$ cat src/rtl/dbn_mc_pkg.sv
// ---- dbn_mc_pkg : default geometry shared by the debouncer slice | rev 1.0 ----
`default_nettype none

package dbn_mc_pkg;
  localparam int DBN_CH_NUM     = 4;
  localparam int DBN_SYNC_DEPTH = 2;
  localparam int DBN_CNT_WIDTH  = 8;
  localparam int DBN_HOLD_WIDTH = 16;
endpackage

`default_nettype wire

$ cat src/rtl/dbn_mc_ch.sv
// ---- dbn_ch : one debounce channel (settle counter, level flop, edges, hold) | rev 1.0 ----
`default_nettype none

module dbn_ch import dbn_mc_pkg::*; #(
  parameter int   CNT_WIDTH  = DBN_CNT_WIDTH,
  parameter int   HOLD_WIDTH = DBN_HOLD_WIDTH,
  parameter logic RST_VAL    = 1'b0,
  parameter logic ACTIVE_LVL = 1'b1
) (
  input  logic                  clk_i,
  input  logic                  rst_ni,
  input  logic                  en_i,
  input  logic [CNT_WIDTH-1:0]  dbn_thr_i,
  input  logic [HOLD_WIDTH-1:0] hold_thr_i,
  input  logic                  sync_d_i,
  input  logic                  sync_q_i,
  output logic                  dbn_o,
  output logic                  pe_o,
  output logic                  ne_o,
  output logic                  hold_o,
  output logic                  evt_o
);

  logic [CNT_WIDTH-1:0]  cnt_q, cnt_d;
  logic [HOLD_WIDTH-1:0] hcnt_q, hcnt_d;
  logic dbn_q, dbn_d, pe_q, pe_d, ne_q, ne_d, hold_q, hold_d;
  logic stable, pressed;

  always_comb begin
    // gating stable with en_i keeps the level frozen while disabled, even for a zero threshold
    stable = en_i && (cnt_q >= dbn_thr_i);
    cnt_d  = cnt_q;
    if (!en_i || (sync_d_i != sync_q_i)) cnt_d = '0;
    else if (cnt_q < dbn_thr_i)          cnt_d = cnt_q + CNT_WIDTH'(1);

    dbn_d = stable ? sync_q_i : dbn_q;
    pe_d  = stable && !dbn_q && sync_q_i;
    ne_d  = stable && dbn_q && !sync_q_i;

    pressed = en_i && (dbn_q == ACTIVE_LVL);
    hcnt_d  = hcnt_q;
    hold_d  = 1'b0;
    if (!pressed) begin
      hcnt_d = '0;
    end else if (hcnt_q < hold_thr_i) begin
      hcnt_d = hcnt_q + HOLD_WIDTH'(1);
      hold_d = (hcnt_d == hold_thr_i);
    end
  end

  always_ff @(posedge clk_i or negedge rst_ni) begin
    if (!rst_ni) begin
      cnt_q  <= '0;
      hcnt_q <= '0;
      dbn_q  <= RST_VAL;
      pe_q   <= 1'b0;
      ne_q   <= 1'b0;
      hold_q <= 1'b0;
    end else begin
      cnt_q  <= cnt_d;
      hcnt_q <= hcnt_d;
      dbn_q  <= dbn_d;
      pe_q   <= pe_d;
      ne_q   <= ne_d;
      hold_q <= hold_d;
    end
  end

  assign dbn_o  = dbn_q;
  assign pe_o   = pe_q;
  assign ne_o   = ne_q;
  assign hold_o = hold_q;
  assign evt_o  = pe_d | ne_d;

endmodule

`default_nettype wire

$ cat src/rtl/dbn_mc_sync.sv
// ---- dbn_mc_sync : multi-bit flop-chain synchronizer | rev 1.0 ----
`default_nettype none

module dbn_mc_sync #(
  parameter int               WIDTH   = 1,
  parameter int               DEPTH   = 2,
  parameter logic [WIDTH-1:0] RST_VAL = '0
) (
  input  logic             clk_i,
  input  logic             rst_ni,
  input  logic [WIDTH-1:0] d_i,
  output logic [WIDTH-1:0] q_o
);

  logic [WIDTH-1:0] stage_q [DEPTH];
  logic [WIDTH-1:0] stage_d [DEPTH];

  always_comb begin
    stage_d[0] = d_i;
    for (int k = 1; k < DEPTH; k++) stage_d[k] = stage_q[k-1];
  end

  always_ff @(posedge clk_i or negedge rst_ni) begin
    if (!rst_ni) begin
      for (int k = 0; k < DEPTH; k++) stage_q[k] <= RST_VAL;
    end else begin
      stage_q <= stage_d;
    end
  end

  assign q_o = stage_q[DEPTH-1];

endmodule

`default_nettype wire

$ cat src/rtl/dbn_mc.sv
// ---- dbn_mc : multi-channel debouncer with edge and long-press pulses | rev 1.0 ----
`default_nettype none

module dbn_mc import dbn_mc_pkg::*; #(
  parameter int                CH_NUM     = DBN_CH_NUM,
  parameter int                SYNC_DEPTH = DBN_SYNC_DEPTH,
  parameter int                CNT_WIDTH  = DBN_CNT_WIDTH,
  parameter int                HOLD_WIDTH = DBN_HOLD_WIDTH,
  parameter logic [CH_NUM-1:0] RST_VAL    = '0,
  parameter logic [CH_NUM-1:0] ACTIVE_LVL = '1
) (
  input  logic                  clk_i,
  input  logic                  rst_ni,
  input  logic                  en_i,
  input  logic [CNT_WIDTH-1:0]  dbn_thr_i,
  input  logic [HOLD_WIDTH-1:0] hold_thr_i,
  input  logic [CH_NUM-1:0]     sig_i,
  output logic [CH_NUM-1:0]     sig_dbn_o,
  output logic [CH_NUM-1:0]     sig_pe_o,
  output logic [CH_NUM-1:0]     sig_ne_o,
  output logic [CH_NUM-1:0]     sig_hold_o,
  output logic                  sig_ae_o
);

  logic [CH_NUM-1:0] sync_d, sync_q, evt;
  logic              ae_d, ae_q;

  dbn_mc_sync #(
    .WIDTH  (CH_NUM),
    .DEPTH  (SYNC_DEPTH),
    .RST_VAL(RST_VAL)
  ) u_sync (
    .clk_i (clk_i),
    .rst_ni(rst_ni),
    .d_i   (sig_i),
    .q_o   (sync_d)
  );

  for (genvar i = 0; i < CH_NUM; i++) begin : g_ch
    dbn_ch #(
      .CNT_WIDTH (CNT_WIDTH),
      .HOLD_WIDTH(HOLD_WIDTH),
      .RST_VAL   (RST_VAL[i]),
      .ACTIVE_LVL(ACTIVE_LVL[i])
    ) u_ch (
      .clk_i     (clk_i),
      .rst_ni    (rst_ni),
      .en_i      (en_i),
      .dbn_thr_i (dbn_thr_i),
      .hold_thr_i(hold_thr_i),
      .sync_d_i  (sync_d[i]),
      .sync_q_i  (sync_q[i]),
      .dbn_o     (sig_dbn_o[i]),
      .pe_o      (sig_pe_o[i]),
      .ne_o      (sig_ne_o[i]),
      .hold_o    (sig_hold_o[i]),
      .evt_o     (evt[i])
    );
  end

  always_comb begin
    ae_d = |evt;
  end

  always_ff @(posedge clk_i or negedge rst_ni) begin
    if (!rst_ni) begin
      sync_q <= RST_VAL;
      ae_q   <= 1'b0;
    end else begin
      sync_q <= sync_d;
      ae_q   <= ae_d;
    end
  end

  assign sig_ae_o = ae_q;

endmodule

`default_nettype wire

$ cat config.mk
export PLATFORM = sky130hd
export DESIGN_NAME = dbn_mc
export DESIGN_NICKNAME = d
export VERILOG_FILES = /design/src/rtl/dbn_mc_pkg.sv /design/src/rtl/dbn_mc_ch.sv /design/src/rtl/dbn_mc_sync.sv /design/src/rtl/dbn_mc.sv
export SDC_FILE = /design/constraint.sdc
export NUM_CORES = 1
export LEC_CHECK = 0
export ABC_AREA = 0
export ABC_CLOCK_PERIOD_IN_PS = 6300
export CAP_MARGIN = 25
export CELL_PAD_IN_SITES_DETAIL_PLACEMENT = 0
export CELL_PAD_IN_SITES_GLOBAL_PLACEMENT = 1
export CORE_MARGIN = 2
export CORE_UTILIZATION = 37
export CTS_BUF_LIST = sky130_fd_sc_hd__clkbuf_16
export DETAILED_ROUTE_END_ITERATION = 7
export PLACE_DENSITY = 0.65
export SLEW_MARGIN = 25
export SYNTH_ARGS = -nofsm -noshare
export SYNTH_HDL_FRONTEND = slang
export SYNTH_SLANG_ARGS = --single-unit
$ cat constraint.sdc
create_clock -name clk_i -period 6.3 [get_ports clk_i]
set_clock_uncertainty 0.2 [all_clocks]
set_input_delay 1.575 -clock clk_i [delete_from_list [all_inputs] [get_ports clk_i]]
set_output_delay 1.575 -clock clk_i [all_outputs]
set_load 0.1 [all_outputs]
==> summary.txt <==
clock net sink count -> 125
slew of the pin with the lowest slew margin -> 988 ps
Core Rows -> 59
sequential fraction of the synthesis area -> 32.0%
Post-Layout Cell Count -> 1,491
crit path capture type -> flop
MaxCap Viol Count -> 0
Hold WS -> 149 ps
DRT iter0 DRCs -> 555
wire length per cell -> 19.0 µm
CP startpoint kind -> primary input
Synth Net Count -> 1,260
worst setup path class -> in -> reg
Mapped Cells -> 1,125
Slew Limit Headroom -> 34.0%
initial antenna violation count -> 0
synth top area cells -> dfrtp_1, ha_1, xnor2_1
antenna-violating nets left -> 0
Placed Cells -> 1,459
All-Layer GR Usage -> 21.1%
Area Overhead vs Synth -> 13.4%
crit path cell chain -> clkdlybuf4s50_1, inv_1, ha_1, a211oi_1, o21ai_0, a221oi_1, nand2_1, buf_4, or4_1, o21ai_0
cts bufs inserted -> 17
Core ar. -> 26,000 µm²
TritonCTS clock tree -> done
Lkg Pwr -> 4.89 nW
RSZ-0062 raised after global routing -> no
worst skew pair latency -> 430 ps
Tmin final -> 5110 ps
Pwr Density -> 187 nW/µm²
hold buffers post-CTS -> 0
Post-CTS Setup Bufs -> 0
final hold vios -> 0
Slew Viols, Final -> 0
Top delay family on crit path -> buffers and inverters
PostCTS Resize Cnt -> 0
slowest stage delay, CP -> 720 ps
Final Setup Violations -> 0
Yosys top cell area share -> 32.0%
Worst Path Buf+Inv -> 3
worst endpoint required time -> 6440 ps
Arrival @ worst endpoint -> 5260 ps
n_diodes -> 0
DIE HEIGHT -> 166 µm
placed cell area -> 10,500 µm²
Avg Cell Area, Syn -> 8.68 µm²
share of cells above drive strength 1 -> 6.06%
Slowest cell on crit path -> clkdlybuf4s50_1
RePlAce Congestion -> 0.875
total die area -> 27,700 µm²
crit share post-route -> 81.2%
hpwl dp -> 20.7 mm
prevailing post-synth register cell -> dfrtp_1
clock slew at reported path FFs -> 70 ps
ys async rst share -> 100%
EDFF count, synth -> 0
Netlist cell types -> 59
Ys Warns -> 0
Final Cell Area -> 11,100 µm²
cell type with the largest total area after synthesis -> dfrtp_1
largest net degree at the start of global routing -> 96
drt pass-1 iters -> 5
first-pass GRT wire length -> 46.5 mm
CTS Buffer Depth -> 2
Post-Place Worst Slack -> 817 ps
Cell Area, Synth -> 9770 µm²
# DRC -> 0
Final WS setup -> 1190 ps
port bufs -> 47
layout net count -> 1,278
DR vias/cell -> 5.53
IO Pins -> 48
die width -> 166 µm
Max Freq -> 196 MHz
CP Max Fanout -> 14
worst IR drop on VDD -> 167 µV
run status -> completed
gr ovfl total -> 0
vias in the first global route -> 8,235
starting density of the core -> 37.6%
Yosys reg bits -> 125
Root Driver -> clkbuf_16
maximum level of the CTS H-tree -> 4
Fin Setup TNS -> 0 ps
Crit path top cell by count -> o21ai_0
Hold Crit Class -> reg -> reg
WL final -> 28.3 mm
via count -> 8,252
==> worst paths after layout <==
check                                        startpoint                       to  slack (ps)  depth (start not counted)
worst max-delay path                     hold_thr_i[11]   g_ch[1].u_ch.hcnt_q[8]        1190                         10
worst min-delay path                  u_sync.stage_d[0]            u_sync.q_o[0]         150                          0
worst max register to register  g_ch[1].u_ch.hcnt_q[11]   g_ch[1].u_ch.hcnt_q[8]        2770                          8
worst min register to register        u_sync.stage_d[0]            u_sync.q_o[0]         150                          0
max in group asynchronous                        rst_ni    g_ch[0].u_ch.cnt_q[2]        3900                          2
min in group asynchronous                        rst_ni  g_ch[3].u_ch.hcnt_q[10]        1040                          1
==> synth_stat cells (4+ instances only) <==
cell / instances
a2111oi_0: 5
nor2b_1: 16
xor2_1: 56
inv_1: 43
dfrtp_1: 125
ha_1: 104
nand2b_1: 9
clkbuf_1: 47
a21oi_1: 65
o21bai_1: 4
and2_1: 4
or4_1: 12
o211ai_1: 11
a211oi_1: 9
nor3_1: 27
buf_4: 16
mux2i_1: 6
or3_1: 32
nor3b_1: 6
nand4_1: 39
and3_1: 21
xnor2_1: 68
o21ai_0: 58
a21o_1: 25
o2111ai_1: 10
mux2_2: 6
nor4_1: 6
and4_1: 10
nor2_1: 99
nand2_1: 68
o31ai_1: 10
or2_2: 7
nand3_1: 53
o21a_1: 13
==> final cells by class <==
type	instances	area, µm²
Clock buffer	17	425
Timing Repair Buffer	65	609
Sequential cell	125	3130
Fill cell	2602	14900
Clock inverter	15	169
Inverter	43	161
Multi-Input combinational cell	891	6170
Tap cell	335	419
==> sequential cells by signal, indices dropped and copies added (netlist names) <==
register	cells
g_ch.u_ch.dbn_o	4
u_sync.q_o	4
sync_q	4
g_ch.u_ch.hcnt_q	64
g_ch.u_ch.cnt_q	32
g_ch.u_ch.pe_o	4
u_sync.stage_d	4
g_ch.u_ch.hold_o	4
sig_ae_o	1
g_ch.u_ch.ne_o	4
==> per-layer routing <==
layer | up-vias | global-route usage, % | wire (µm)
met5 | - | 0 | 0
met4 | 0 | 5.55 | 473
met3 | 28 | 3.02 | 862
met2 | 154 | 35.0 | 13200
met1 | 3988 | 29.0 | 13800
li1 | 4082 | - | -
==> where the power goes <==
part | switching (W) | total, W | internal, W
combinational | 0.000147 | 0.000231 | 0.0000847
clock | 0.000454 | 0.00102 | 0.000566
sequential | 0.0000124 | 0.000826 | 0.000813
total | 0.000613 | 0.00208 | 0.00146
==> cells by family (layout without fill, tap and decap cells) <==
kind of cell               Yosys count  after routing  share of synthesized area [%]
buffers and inverters              109            140                           4.84
adders and majority gates          104            104                           13.3
and+or+nand+nor                    419            419                           22.2
xor gates and xnor gates           124            124                           11.1
muxes                               12             12                           1.31
AOI/OAI and AO/OA                  232            232                           15.1
DFF                                125            125                           32.0
==> metrics by stage <==
stage	utilization [%]	power, W
global route	42.6	0.00217
global placement	40.3	0.00107
detailed placement	40.3	0.00107
CTS	42.6	0.00211
floorplan	-	0.000980
finish	42.6	0.00208
==> layout by cell type (no fill, tap or decap), types with 32 or more instances in the layout <==
| cell type | synthesis | routed |
|---|---|---|
| nand2_1 | 68 | 68 |
| or3_1 | 32 | 32 |
| xnor2_1 | 68 | 68 |
| nor2_1 | 99 | 99 |
| dfrtp_1 | 125 | 125 |
| nand3_1 | 53 | 53 |
| xor2_1 | 56 | 56 |
| a21oi_1 | 65 | 65 |
| inv_1 | 43 | 43 |
| ha_1 | 104 | 104 |
| clkdlybuf4s50_1 | 0 | 46 |
| nand4_1 | 39 | 39 |
| o21ai_0 | 58 | 58 |
Note: power is estimated with default switching activity, not from simulation.
